File: config.mk
export PLATFORM = sky130hd
export DESIGN_NAME = cma_job_ctrl
export DESIGN_NICKNAME = d
export VERILOG_FILES = /design/src/rtl/cma_ctrl_pkg.sv /design/src/rtl/cma_rd_fifo2.sv /design/src/rtl/cma_job_ctrl.sv
export SDC_FILE = /design/constraint.sdc
export NUM_CORES = 1
export LEC_CHECK = 0
export CORE_MARGIN = 2
export CORE_UTILIZATION = 33
export CTS_BUF_LIST = sky130_fd_sc_hd__clkbuf_8
export DETAILED_ROUTE_END_ITERATION = 12
export SLEW_MARGIN = 20
export SYNTH_ARGS = -nofsm -noshare
export SYNTH_HDL_FRONTEND = slang
export SYNTH_SLANG_ARGS = --single-unit
File: constraint.sdc
create_clock -name clk -period 3.3 [get_ports clk]
set_input_delay 0.66 -clock clk [delete_from_list [all_inputs] [get_ports clk]]
set_output_delay 0.66 -clock clk [all_outputs]
set_load 0.05 [all_outputs]
File: src/rtl/cma_ctrl_pkg.sv
// Shared definitions for the CMA job sequencer: state encoding and default widths.
package cma_ctrl_pkg;

  localparam int DATA_W_D     = 32;
  localparam int EXA_W_D      = 16;
  localparam int ROMULTIC_W_D = 2;
  localparam int CNT_W_D      = 16;
  localparam int TMO_W_D      = 20;

  typedef enum logic [2:0] {
    ST_IDLE  = 3'd0,
    ST_LOAD  = 3'd1,
    ST_RUN   = 3'd2,
    ST_WAIT  = 3'd3,
    ST_DRAIN = 3'd4,
    ST_FIN   = 3'd5
  } cma_state_e;

endpackage

File: src/rtl/cma_rd_fifo2.sv
// Two-entry valid/ready buffer for CMA readback words, with occupancy output.
module cma_rd_fifo2
  import cma_ctrl_pkg::*;
#(
  parameter int W = DATA_W_D
) (
  input  logic         clk,
  input  logic         rst_n,
  input  logic         push,
  input  logic [W-1:0] push_data,
  output logic         out_valid,
  output logic [W-1:0] out_data,
  input  logic         out_ready,
  output logic [1:0]   occ
);

  logic [W-1:0] slot0, slot1;
  logic         rd_ptr, wr_ptr;
  logic         pop, do_push;

  assign out_valid = (occ != 2'd0);
  assign out_data  = rd_ptr ? slot1 : slot0;
  assign pop       = out_valid && out_ready;
  // when full, a same-cycle pop frees the slot the write pointer points at
  assign do_push   = push && ((occ != 2'd2) || pop);

  always_ff @(posedge clk or negedge rst_n) begin
    if (!rst_n) begin
      slot0  <= '0;
      slot1  <= '0;
      rd_ptr <= 1'b0;
      wr_ptr <= 1'b0;
      occ    <= 2'd0;
    end else begin
      if (do_push) begin
        if (wr_ptr) slot1 <= push_data;
        else        slot0 <= push_data;
        wr_ptr <= ~wr_ptr;
      end
      if (pop) rd_ptr <= ~rd_ptr;
      occ <= occ + 2'(do_push) - 2'(pop);
    end
  end

endmodule

File: src/rtl/cma_job_ctrl.sv
// Host-side sequencer for one CMA job: load words, run, wait for done, drain results.
// Optional done-wait timeout is enabled by defining CMA_JOB_TMO_EN.
module cma_job_ctrl
  import cma_ctrl_pkg::*;
#(
  parameter int DATA_W     = DATA_W_D,
  parameter int EXA_W      = EXA_W_D,
  parameter int ROMULTIC_W = ROMULTIC_W_D,
  parameter int CNT_W      = CNT_W_D,
  parameter int TMO_W      = TMO_W_D
) (
  input  logic                  clk,
  input  logic                  rst_n,
  input  logic                  start,
  input  logic [EXA_W-1:0]      cfg_wbase,
  input  logic [CNT_W-1:0]      cfg_nwr,
  input  logic [EXA_W-1:0]      cfg_rbase,
  input  logic [CNT_W-1:0]      cfg_nrd,
  input  logic                  cfg_bank,
  input  logic [ROMULTIC_W-1:0] cfg_romul,
  input  logic [TMO_W-1:0]      cfg_tmo,
  output logic                  busy,
  output logic                  job_done,
  output logic                  err_tmo,
  input  logic [DATA_W-1:0]     in_data,
  input  logic                  in_valid,
  output logic                  in_ready,
  output logic [DATA_W-1:0]     out_data,
  output logic                  out_valid,
  input  logic                  out_ready,
  output logic                  cbank,
  output logic                  run,
  output logic                  exwe,
  output logic                  exre,
  output logic [EXA_W-1:0]      exa,
  output logic [DATA_W-1:0]     exwd,
  output logic [ROMULTIC_W-1:0] exromul,
  input  logic [DATA_W-1:0]     exrd,
  input  logic                  done
);

  // state | meaning
  // IDLE  | waiting for start, CMA outputs quiet
  // LOAD  | streaming in_data words into CMA memory
  // RUN   | one cycle, raises run
  // WAIT  | run high, waiting for done (or timeout)
  // DRAIN | reading result words out through the 2-entry buffer
  // FIN   | job_done pulse
  localparam logic [2:0] S_IDLE  = ST_IDLE;
  localparam logic [2:0] S_LOAD  = ST_LOAD;
  localparam logic [2:0] S_RUN   = ST_RUN;
  localparam logic [2:0] S_WAIT  = ST_WAIT;
  localparam logic [2:0] S_DRAIN = ST_DRAIN;
  localparam logic [2:0] S_FIN   = ST_FIN;

  logic [2:0]            state, state_nxt;
  logic [EXA_W-1:0]      wr_addr, rd_addr;
  logic [CNT_W-1:0]      wr_left, rd_left, acc_left;
  logic [ROMULTIC_W-1:0] romul_q;
  logic                  bank_q;
  logic                  cap_q;
  logic [1:0]            occ;
  logic                  issue, pop, tmo_hit, busy_nxt;

  assign busy     = (state == S_LOAD) || (state == S_RUN) || (state == S_WAIT) || (state == S_DRAIN);
  assign job_done = (state == S_FIN);
  assign in_ready = (state == S_LOAD);
  assign pop      = out_valid && out_ready;

  // a read is outstanding from exre until its word lands in the buffer (cap_q)
  assign issue = (state == S_DRAIN) && (rd_left != '0) &&
                 (({1'b0, occ} + {2'b0, exre} + {2'b0, cap_q}) < 3'd2);

`ifdef CMA_JOB_TMO_EN
  logic [TMO_W-1:0] tmo_cnt;
  logic             err_q;

  assign tmo_hit = (state == S_WAIT) && !done && (tmo_cnt <= TMO_W'(1));
  assign err_tmo = err_q;

  always_ff @(posedge clk or negedge rst_n) begin
    if (!rst_n) begin
      tmo_cnt <= '0;
      err_q   <= 1'b0;
    end else begin
      if (state == S_IDLE && start) begin
        tmo_cnt <= cfg_tmo;
        err_q   <= 1'b0;
      end else begin
        if (state == S_WAIT && tmo_cnt != '0) tmo_cnt <= tmo_cnt - TMO_W'(1);
        if (tmo_hit) err_q <= 1'b1;
      end
    end
  end
`else
  logic unused_tmo;
  assign unused_tmo = ^cfg_tmo;
  assign tmo_hit    = 1'b0;
  assign err_tmo    = 1'b0;
`endif

  always_comb begin
    state_nxt = state;
    case (state)
      S_IDLE:  if (start) state_nxt = (cfg_nwr == '0) ? S_RUN : S_LOAD;
      S_LOAD:  if (in_valid && wr_left == CNT_W'(1)) state_nxt = S_RUN;
      S_RUN:   state_nxt = S_WAIT;
      S_WAIT: begin
        if (done)         state_nxt = (acc_left == '0) ? S_FIN : S_DRAIN;
        else if (tmo_hit) state_nxt = S_FIN;
      end
      S_DRAIN: if (pop && acc_left == CNT_W'(1)) state_nxt = S_FIN;
      S_FIN:   state_nxt = S_IDLE;
      default: state_nxt = S_IDLE;
    endcase
  end

  assign busy_nxt = (state_nxt == S_LOAD) || (state_nxt == S_RUN) ||
                    (state_nxt == S_WAIT) || (state_nxt == S_DRAIN);

  always_ff @(posedge clk or negedge rst_n) begin
    if (!rst_n) begin
      state    <= S_IDLE;
      wr_addr  <= '0;
      rd_addr  <= '0;
      wr_left  <= '0;
      rd_left  <= '0;
      acc_left <= '0;
      romul_q  <= '0;
      bank_q   <= 1'b0;
      cap_q    <= 1'b0;
      cbank    <= 1'b0;
      run      <= 1'b0;
      exwe     <= 1'b0;
      exre     <= 1'b0;
      exa      <= '0;
      exwd     <= '0;
      exromul  <= '0;
    end else begin
      state   <= state_nxt;
      exwe    <= 1'b0;
      exre    <= issue;
      cap_q   <= exre;
      exa     <= '0;
      exwd    <= '0;
      exromul <= '0;
      cbank   <= busy_nxt ? ((state == S_IDLE) ? cfg_bank : bank_q) : 1'b0;
      case (state)
        S_IDLE: if (start) begin
          wr_addr  <= cfg_wbase;
          rd_addr  <= cfg_rbase;
          wr_left  <= cfg_nwr;
          rd_left  <= cfg_nrd;
          acc_left <= cfg_nrd;
          romul_q  <= cfg_romul;
          bank_q   <= cfg_bank;
        end
        S_LOAD: if (in_valid) begin
          exwe    <= 1'b1;
          exwd    <= in_data;
          exa     <= wr_addr;
          exromul <= romul_q;
          wr_addr <= wr_addr + EXA_W'(1);
          wr_left <= wr_left - CNT_W'(1);
        end
        S_RUN:  run <= 1'b1;
        S_WAIT: if (done || tmo_hit) run <= 1'b0;
        S_DRAIN: begin
          if (issue) begin
            exa     <= rd_addr;
            rd_addr <= rd_addr + EXA_W'(1);
            rd_left <= rd_left - CNT_W'(1);
          end
          if (pop) acc_left <= acc_left - CNT_W'(1);
        end
        default: ;
      endcase
    end
  end

  cma_rd_fifo2 #(.W(DATA_W)) u_rd_fifo (
    .clk       (clk),
    .rst_n     (rst_n),
    .push      (cap_q),
    .push_data (exrd),
    .out_valid (out_valid),
    .out_data  (out_data),
    .out_ready (out_ready),
    .occ       (occ)
  );

endmodule

==> flow_metrics.py <==
metrics = {
    "detailed_routing": {
        "antenna_left": 0,
        "drtIter0Drc": 402,
        "top_layer_used": "met5",
        "vias_per_cell": 5.182,
        "vias": 8358,
        "dr_wl_met3_um": 2131,
        "route.met2.wl_um": 13370,
        "wire_per_inst_um": 17.71,
        "first_pass_iters": 7,
        "drc": 0,
        "m1WireLength_um": 12390,
        "finalWirelength_um": 28560,
    },
    "logic_synthesis": {
        "synth_fa_ha_area_frac": 0.01383,
        "synth-xor-area-share": 0.004400,
        "synth-simple-area-share": 0.1462,
        "ys_types": 63,
        "synth_nets": 1135,
        "synthFlopType": "dfrtp_1",
        "syn_avg_cell_area_um2": 10.29,
        "synth_area_leaders": "dfrtp_1 53%, mux2_2 11%, o21ai_0 5.1%",
        "synth_top_cell_by_area": "dfrtp_1",
        "yosysWarningCount": 0,
        "syn_area_mm2": 0.009953,
        "synth_edf_count": 0,
        "ys_seq_area_frac": 0.5255,
        "ys_ff_latch": 209,
        "async_flop_share": 1.000,
        "netlist_instances": 967,
        "synth-compound-area-share": 0.1691,
        "synth.area.mux_share": 0.1096,
        "synth_top_family_by_area": "compound AO/OA/AOI/OAI gates",
        "synth_top_area_share": 0.5255,
    },
    "timing": {
        "timing.fmax_mhz": 335.4,
        "period_share": 0.9035,
        "finClkSkew_ns": 0.02577,
        "finalSetupTns_ns": 0,
        "tightestPinTransition_ns": 0.6408,
        "setup_violations": 0,
        "fin_ws_ns": 0.3185,
        "relSlewSlack": 0.5728,
        "fin_crit_ns": 2.981,
        "drv_slew": 0,
        "rsz0062_at_grt": "no",
        "hold_viol": 0,
    },
    "global_route": {
        "gr-total-overflow": 0,
        "antenna_found_initial": 1,
        "grt_pass1_wl_um": 45350,
        "grt_pass1_vias": 8345,
        "grt_start_max_net_pins": 77,
        "grt.total_usage": 0.1811,
    },
    "cts": {
        "clk_pin_slew_ns": 0.06,
        "clk_latency_ns": 0.54,
        "clk_path_buf_depth": 3,
        "post_cts_buffers": 0,
        "cts.sinks": 209,
        "h-tree-depth": 2,
        "cts_root_buf": "clkbuf_8",
        "cts-buffers-inserted": 40,
        "tritoncts": "built",
        "cts-hold-fix-buffers": 0,
        "cts_resized": 0,
    },
    "critical_path": {
        "reg2reg_from": "acc_left[4]",
        "path_cells": "nor2_1 > xnor2_1 > clkdlybuf4s50_1",
        "slowest_stage": "clkdlybuf4s50_1",
        "critPathRequiredTime_ns": 2.64,
        "r2r-end": "cbank",
        "critPathArrivalTime_ns": 2.32,
        "criticalPathCategory": "register to output pin",
        "r2r_cells": 6,
        "crit_path_end_kind": "output pin",
        "r2r_setup_slack_ns": 0.65,
        "slowest_delay_ns": 0.91,
        "crit_fanout": 10,
        "start_kind": "register",
    },
    "hold_path": {
        "min_path_type": "primary input to asynchronous set/reset pin",
    },
    "power_and_ir_drop": {
        "vdd_drop_max_mv": 0.3443,
        "p_leak_nw": 5.994,
        "pwr-share-seq": 0.435,
        "p_int_mw": 5.475,
        "powerDensity_mw_per_mm2": 613.3,
        "power.share.combinational": 0.247,
        "swShare": 0.3402,
        "clkPwrFrac": 0.317,
        "p_switching_mw": 2.823,
    },
    "floorplanning": {
        "core_area_mm2": 0.02964,
        "die_width_um": 177.7,
        "start_util": 0.3358,
        "chipHeight_um": 177.7,
        "ios": 248,
        "fp-row-count": 63,
        "dieArea_mm2": 0.03157,
    },
    "run_status": {
        "status": "complete, no violations",
    },
    "placed_design": {
        "gp_congestion": 0.8366,
        "io_buffers": 226,
        "hpwl_um": 19380,
        "dp_slack_ns": 0.4656,
    },
    "finish": {
        "n_fill_cell": 2792,
        "layout-drive-gt1-share": 0.1695,
        "area_delta_synth_final_pct": 35.93,
        "nets": 1362,
    },
    "job": {
        "maxCapViolCount": 0,
    },
}
==> cell usage after synthesis (11+ instances only) <==
cell type  count
nor3_1        22
dfrtp_1      209
and3_1        39
mux2_2        96
nor2_1        62
a21oi_1       81
a22o_1        28
o21ai_0      101
nand2_1       78
ha_1          11
clkbuf_1      52
nand3_1       25
nor4_1        13
inv_1         17
==> layout by cell type, fill, tap and decap left out, types with 25 or more instances in the layout <==
| master | netlist | layout |
|---|---|---|
| a21oi_1 | 81 | 81 |
| a22o_1 | 28 | 28 |
| and3_1 | 39 | 39 |
| buf_4 | 1 | 28 |
| clkbuf_8 | 0 | 48 |
| clkdlybuf4s50_1 | 0 | 211 |
| dfrtp_1 | 209 | 209 |
| inv_1 | 17 | 31 |
| mux2_2 | 96 | 96 |
| nand2_1 | 78 | 77 |
| nand3_1 | 25 | 25 |
| nor2_1 | 62 | 60 |
| o21ai_0 | 101 | 101 |
==> worst max-delay path by stage <==
stage | from | end | slack [ns] | depth (start not counted)
global placement | out_ready | cbank | 0.51 | 8
floorplan | state[2] | in_ready | 0.90 | 5
finish | state[0] | busy | 0.32 | 3
detailed placement | out_ready | cbank | 0.47 | 8
CTS | state[0] | busy | 0.30 | 3
global route | state[0] | busy | 0.20 | 3
==> power groups by stage <==
| stage | logic (mW) | clock network (mW) | registers [mW] |
|---|---|---|---|
| detailed placement | 2.07 | 0 | 3.63 |
| finish | 2.05 | 2.63 | 3.61 |
| global route | 2.26 | 2.86 | 3.69 |
| CTS | 2.07 | 2.73 | 3.60 |
| floorplan | 1.07 | 0 | 3.76 |
| global placement | 2.04 | 0 | 3.63 |
==> flip-flops by register name, indices dropped and copies added (netlist names), 2 cells and up <==
name / cells
u_rd_fifo.occ: 2
wr_addr: 16
u_rd_fifo.slot1: 32
acc_left: 16
rd_addr: 16
state: 3
romul_q: 2
exromul: 2
wr_left: 16
u_rd_fifo.slot0: 32
exa: 16
exwd: 32
rd_left: 16
==> through the flow <==
stage	cell area, µm²	instances	utilization	power [mW]	hold slack (ns)
6_report	13530	1613	0.4565	8.297	0.1733
2_1_floorplan	9953	967	-	4.829	0.3644
5_1_grt	13520	1611	0.4563	8.814	0.2073
3_3_place_gp	12710	1542	0.4287	5.665	0.4140
3_5_place_dp	12710	1542	0.4287	5.701	0.4478
4_1_cts	13520	1611	0.4563	8.407	0.1667
==> layer usage <==
metal  global-route usage  vias up
li1                     -     3993
met1               0.2312     4053
met2               0.2952      259
met3              0.05463       51
met4              0.05430        2
met5                    0        -
==> worst max-delay path: cells and delay by family (launching register included) <==
kind | cells | cell delay (ns)
xor gates and xnor gates | 1 | 0.15
buffers and inverters | 1 | 0.91
and+or+nand+nor | 1 | 0.23
DFF | 1 | 0.50
==> kinds of logic (layout without fill, tap and decap cells) <==
| group | after synthesis | after routing |
|---|---|---|
| fa+ha+maj | 11 | 11 |
| buf+inv | 80 | 334 |
| compound gates | 276 | 276 |
| other cells | 1 | 3 |
| mux | 97 | 97 |
| simple gates | 288 | 288 |
| xor+xnor | 5 | 5 |
| flops | 209 | 209 |
==> layout make-up <==
type                       count  area, µm²  area share
inverter                      17      63.81    0.004717
clock buffer                  47      646.9     0.04781
clock inverter                22      171.4     0.01267
antenna                        2      5.005   0.0003699
tap                          390      488.0     0.03607
multi-input combinational    678       4428      0.3273
timing repair buffer         248       2496      0.1845
sequential                   209       5230      0.3866
(Power assumes the default switching activity.)
==> RTL edit, RTL diff (same flow settings) <==
Set the package constant `CNT_W_D` to 24 (it was 16).
--- a/src/rtl/cma_ctrl_pkg.sv
+++ b/src/rtl/cma_ctrl_pkg.sv
@@ -5,5 +5,5 @@
   localparam int EXA_W_D      = 16;
   localparam int ROMULTIC_W_D = 2;
-  localparam int CNT_W_D      = 16;
+  localparam int CNT_W_D      = 24;
   localparam int TMO_W_D      = 20;
 
Ports: changed (resized cfg_nrd and cfg_nwr); port bits go from 248 to 264. No check against the original RTL was run, so the function may have changed too.
==> RTL edit against the original RTL <==
  * Cell area is 15% higher
  * Worst setup slack lost 110 ps
  * Sequential power increased by 14%
  * Synthesized area increased by 16%
  * Total power grew 10%
  * Critical path type unchanged
  * Non-clock buffer count increased by 37
  * Routed wire length grew 23%
  * Sequential cell count up 24
  * Die area rose by 16%
  * Sequential share of layout area shrank 1.2 points
==> RTL edit: results (changes against the original RTL) <==
stage,metric,value,unit,change
run_status,outcome,finished clean,,unchanged
yosys,sequential cell area fraction in the yosys report,50.37,%,was 52.55%
routing,length of the first detailed-routing pass in iterations,5,,was 7
yosys,main area contributors after synthesis,"dfrtp_1, mux2_2, a21oi_1, o21ai_0, nand2_1",,"was dfrtp_1, mux2_2, o21ai_0, a21oi_1, nand2_1"
place,post-DP HPWL,24830,um,was 19380 um
power_and_ir_drop,leakage power figure,6.621,nW,was 5.994 nW
routing,remaining antenna violation count,0,,unchanged
yosys,most used standard cells in the synthesized netlist,"dfrtp_1, a21oi_1, mux2_2, o21ai_0, nand2_1",,"was dfrtp_1, o21ai_0, mux2_2, a21oi_1, nand2_1"
place,port bufs,242,,was 226
worst_setup_path,Worst path top cell family by delay,buffers and inverters,,unchanged
routing,overall via count from detail_route,10120,,was 8358
grt,met1 Resource Use GR,25.51,%,was 23.12%
power_and_ir_drop,switching portion of total power,35.09,%,was 34.02%
clock_network,CTS Buf Count,45,,was 40
routing,detailed router's first-iteration violation count,562,,was 402
clock_network,Bufs on Longest Clock Path,3,,unchanged
timing,clock tree skew after final layout,20.11,ps,was 25.77 ps
power_and_ir_drop,Peak supply drop,299.9,uV,was 344.3 uV
grt,wire length of the first global-routing pass,55190,um,was 45350 um
timing,slew at the pin with the worst max-slew slack,889.8,ps,was 640.8 ps
yosys,total number of yosys warnings,0,,unchanged
layout,final net count,1587,,was 1362
layout,registers with the highest flip-flop counts,"exwd x32, u_rd_fifo.slot0 x32, u_rd_fifo.slot1 x32",,unchanged
worst_setup_path,peak fanout along the critical path,13,,was 10
layout,filler instances,3353,,was 2792
layout,fraction of layout instances using a drive strength above 1,16.33,%,was 16.95%
grt,fraction of met2 tracks used by global routing,29.24,%,was 29.52%
place,routability congestion estimate,0.8405,,was 0.8366
clock_network,Root Driver,clkbuf_8,,unchanged
worst_setup_path,CP max-delay cell,clkdlybuf4s50_1,,unchanged
grt,met3 usage in global routing,4.700,%,was 5.463%
grt,pin count of the biggest net entering global routing,100,,was 77
grt,antenna violations before repair,4,,was 1
grt,all-layer global routing usage,19.04,%,was 18.11%
yosys,share of async-settable or async-resettable flops after synthesis,100.0,%,unchanged
grt,number of global-route vias before repair,9921,,was 8345
yosys,net count after synthesis,1336,,was 1135
yosys,total of flip-flops plus latches after synthesis,233,,was 209
worst_setup_path,data arrival time of the worst path,2430,ps,was 2320 ps
yosys,Yosys cell types,65,,was 63
yosys,most used flip-flop cell after synthesis,dfrtp_1,,unchanged
routing,wire length reported by the detailed router,35150,um,was 28560 um
worst_setup_path,highest cell delay on the worst timing path,860,ps,was 910 ps
clock_network,deepest level of the CTS H-tree,2,,unchanged
[RTL edit: cell types whose count changed after synthesis, moves of 9 or more]
| cell | change |
|---|---|
| a21oi_1 | +41 |
| and3_1 | -29 |
| and2_1 | +30 |
| o21ai_0 | -12 |
| dfrtp_1 | +24 |
| clkbuf_1 | +15 |
| a31oi_1 | +9 |
| a22o_1 | -9 |
| nor2_1 | +12 |
| o22a_1 | +9 |
[RTL edit: worst paths after layout]
kind                            cells past startpoint  slack (ps)               startpoint                       to
worst max-delay path                                3         210       state[0]$_DFF_PN0_                     busy
worst min-delay path                                1         120                    rst_n       exwd[18]$_DFF_PN0_
worst max register to register                      5         710  rd_left[16]$_DFFE_PN0P_  rd_left[17]$_DFFE_PN0P_
worst min register to register                      0         440           exre$_DFF_PN0_          cap_q$_DFF_PN0_
max in group asynchronous                           2        2280                    rst_n  wr_left[13]$_DFFE_PN0P_
min in group clk                                    0         440           exre$_DFF_PN0_          cap_q$_DFF_PN0_
[RTL edit: cells by family after synthesis]
logic type	after synthesis	share of synthesized area (%)
simple gates	345	15.91
fa+ha+maj	12	1.297
buf+inv	100	3.318
flops	233	50.37
xor+xnor	5	0.3783
other cells	1	0.03240
mux	99	9.599
compound gates	356	19.09
[RTL edit: metrics by stage]
stage	area (um2)	total power, mW	hold slack, ps	cells	setup WS (ps)
detailed placement	14690	6.472	440.4	1810	253.2
global placement	14690	6.421	424.4	1810	255.2
floorplan	11570	5.462	364.4	1151	742.2
global route	15550	9.774	161.0	1888	14.25
CTS	15550	9.274	185.9	1888	170.7
finish	15560	9.167	121.9	1891	205.6
[RTL edit: cell type report]
cell class	count	share of cell area [%]
Clock buffer	54	4.777
Timing Repair Buffer	285	18.14
Sequential cell	233	37.48
Inverter	19	0.4584
Tap cell	455	3.659
Antenna cell	3	0.04825
Multi-Input combinational cell	818	34.70
Clock inverter	24	0.7399
[RTL edit: per-layer routing]
layer | vias up | wire length, um
met3 | 80 | 2528
met1 | 4896 | 15860
met5 | - | 11
li1 | 4774 | -
met2 | 364 | 15380
met4 | 2 | 1378
[RTL edit: power groups by stage]
stage	Clock (mW)	Sequential, mW	Combinational (mW)
final	2.73	4.11	2.32
after global routing	3.00	4.21	2.57
after CTS	2.83	4.10	2.34
after detailed placement	0	4.14	2.33
after global placement	0	4.13	2.29
after floorplan	0	4.20	1.26
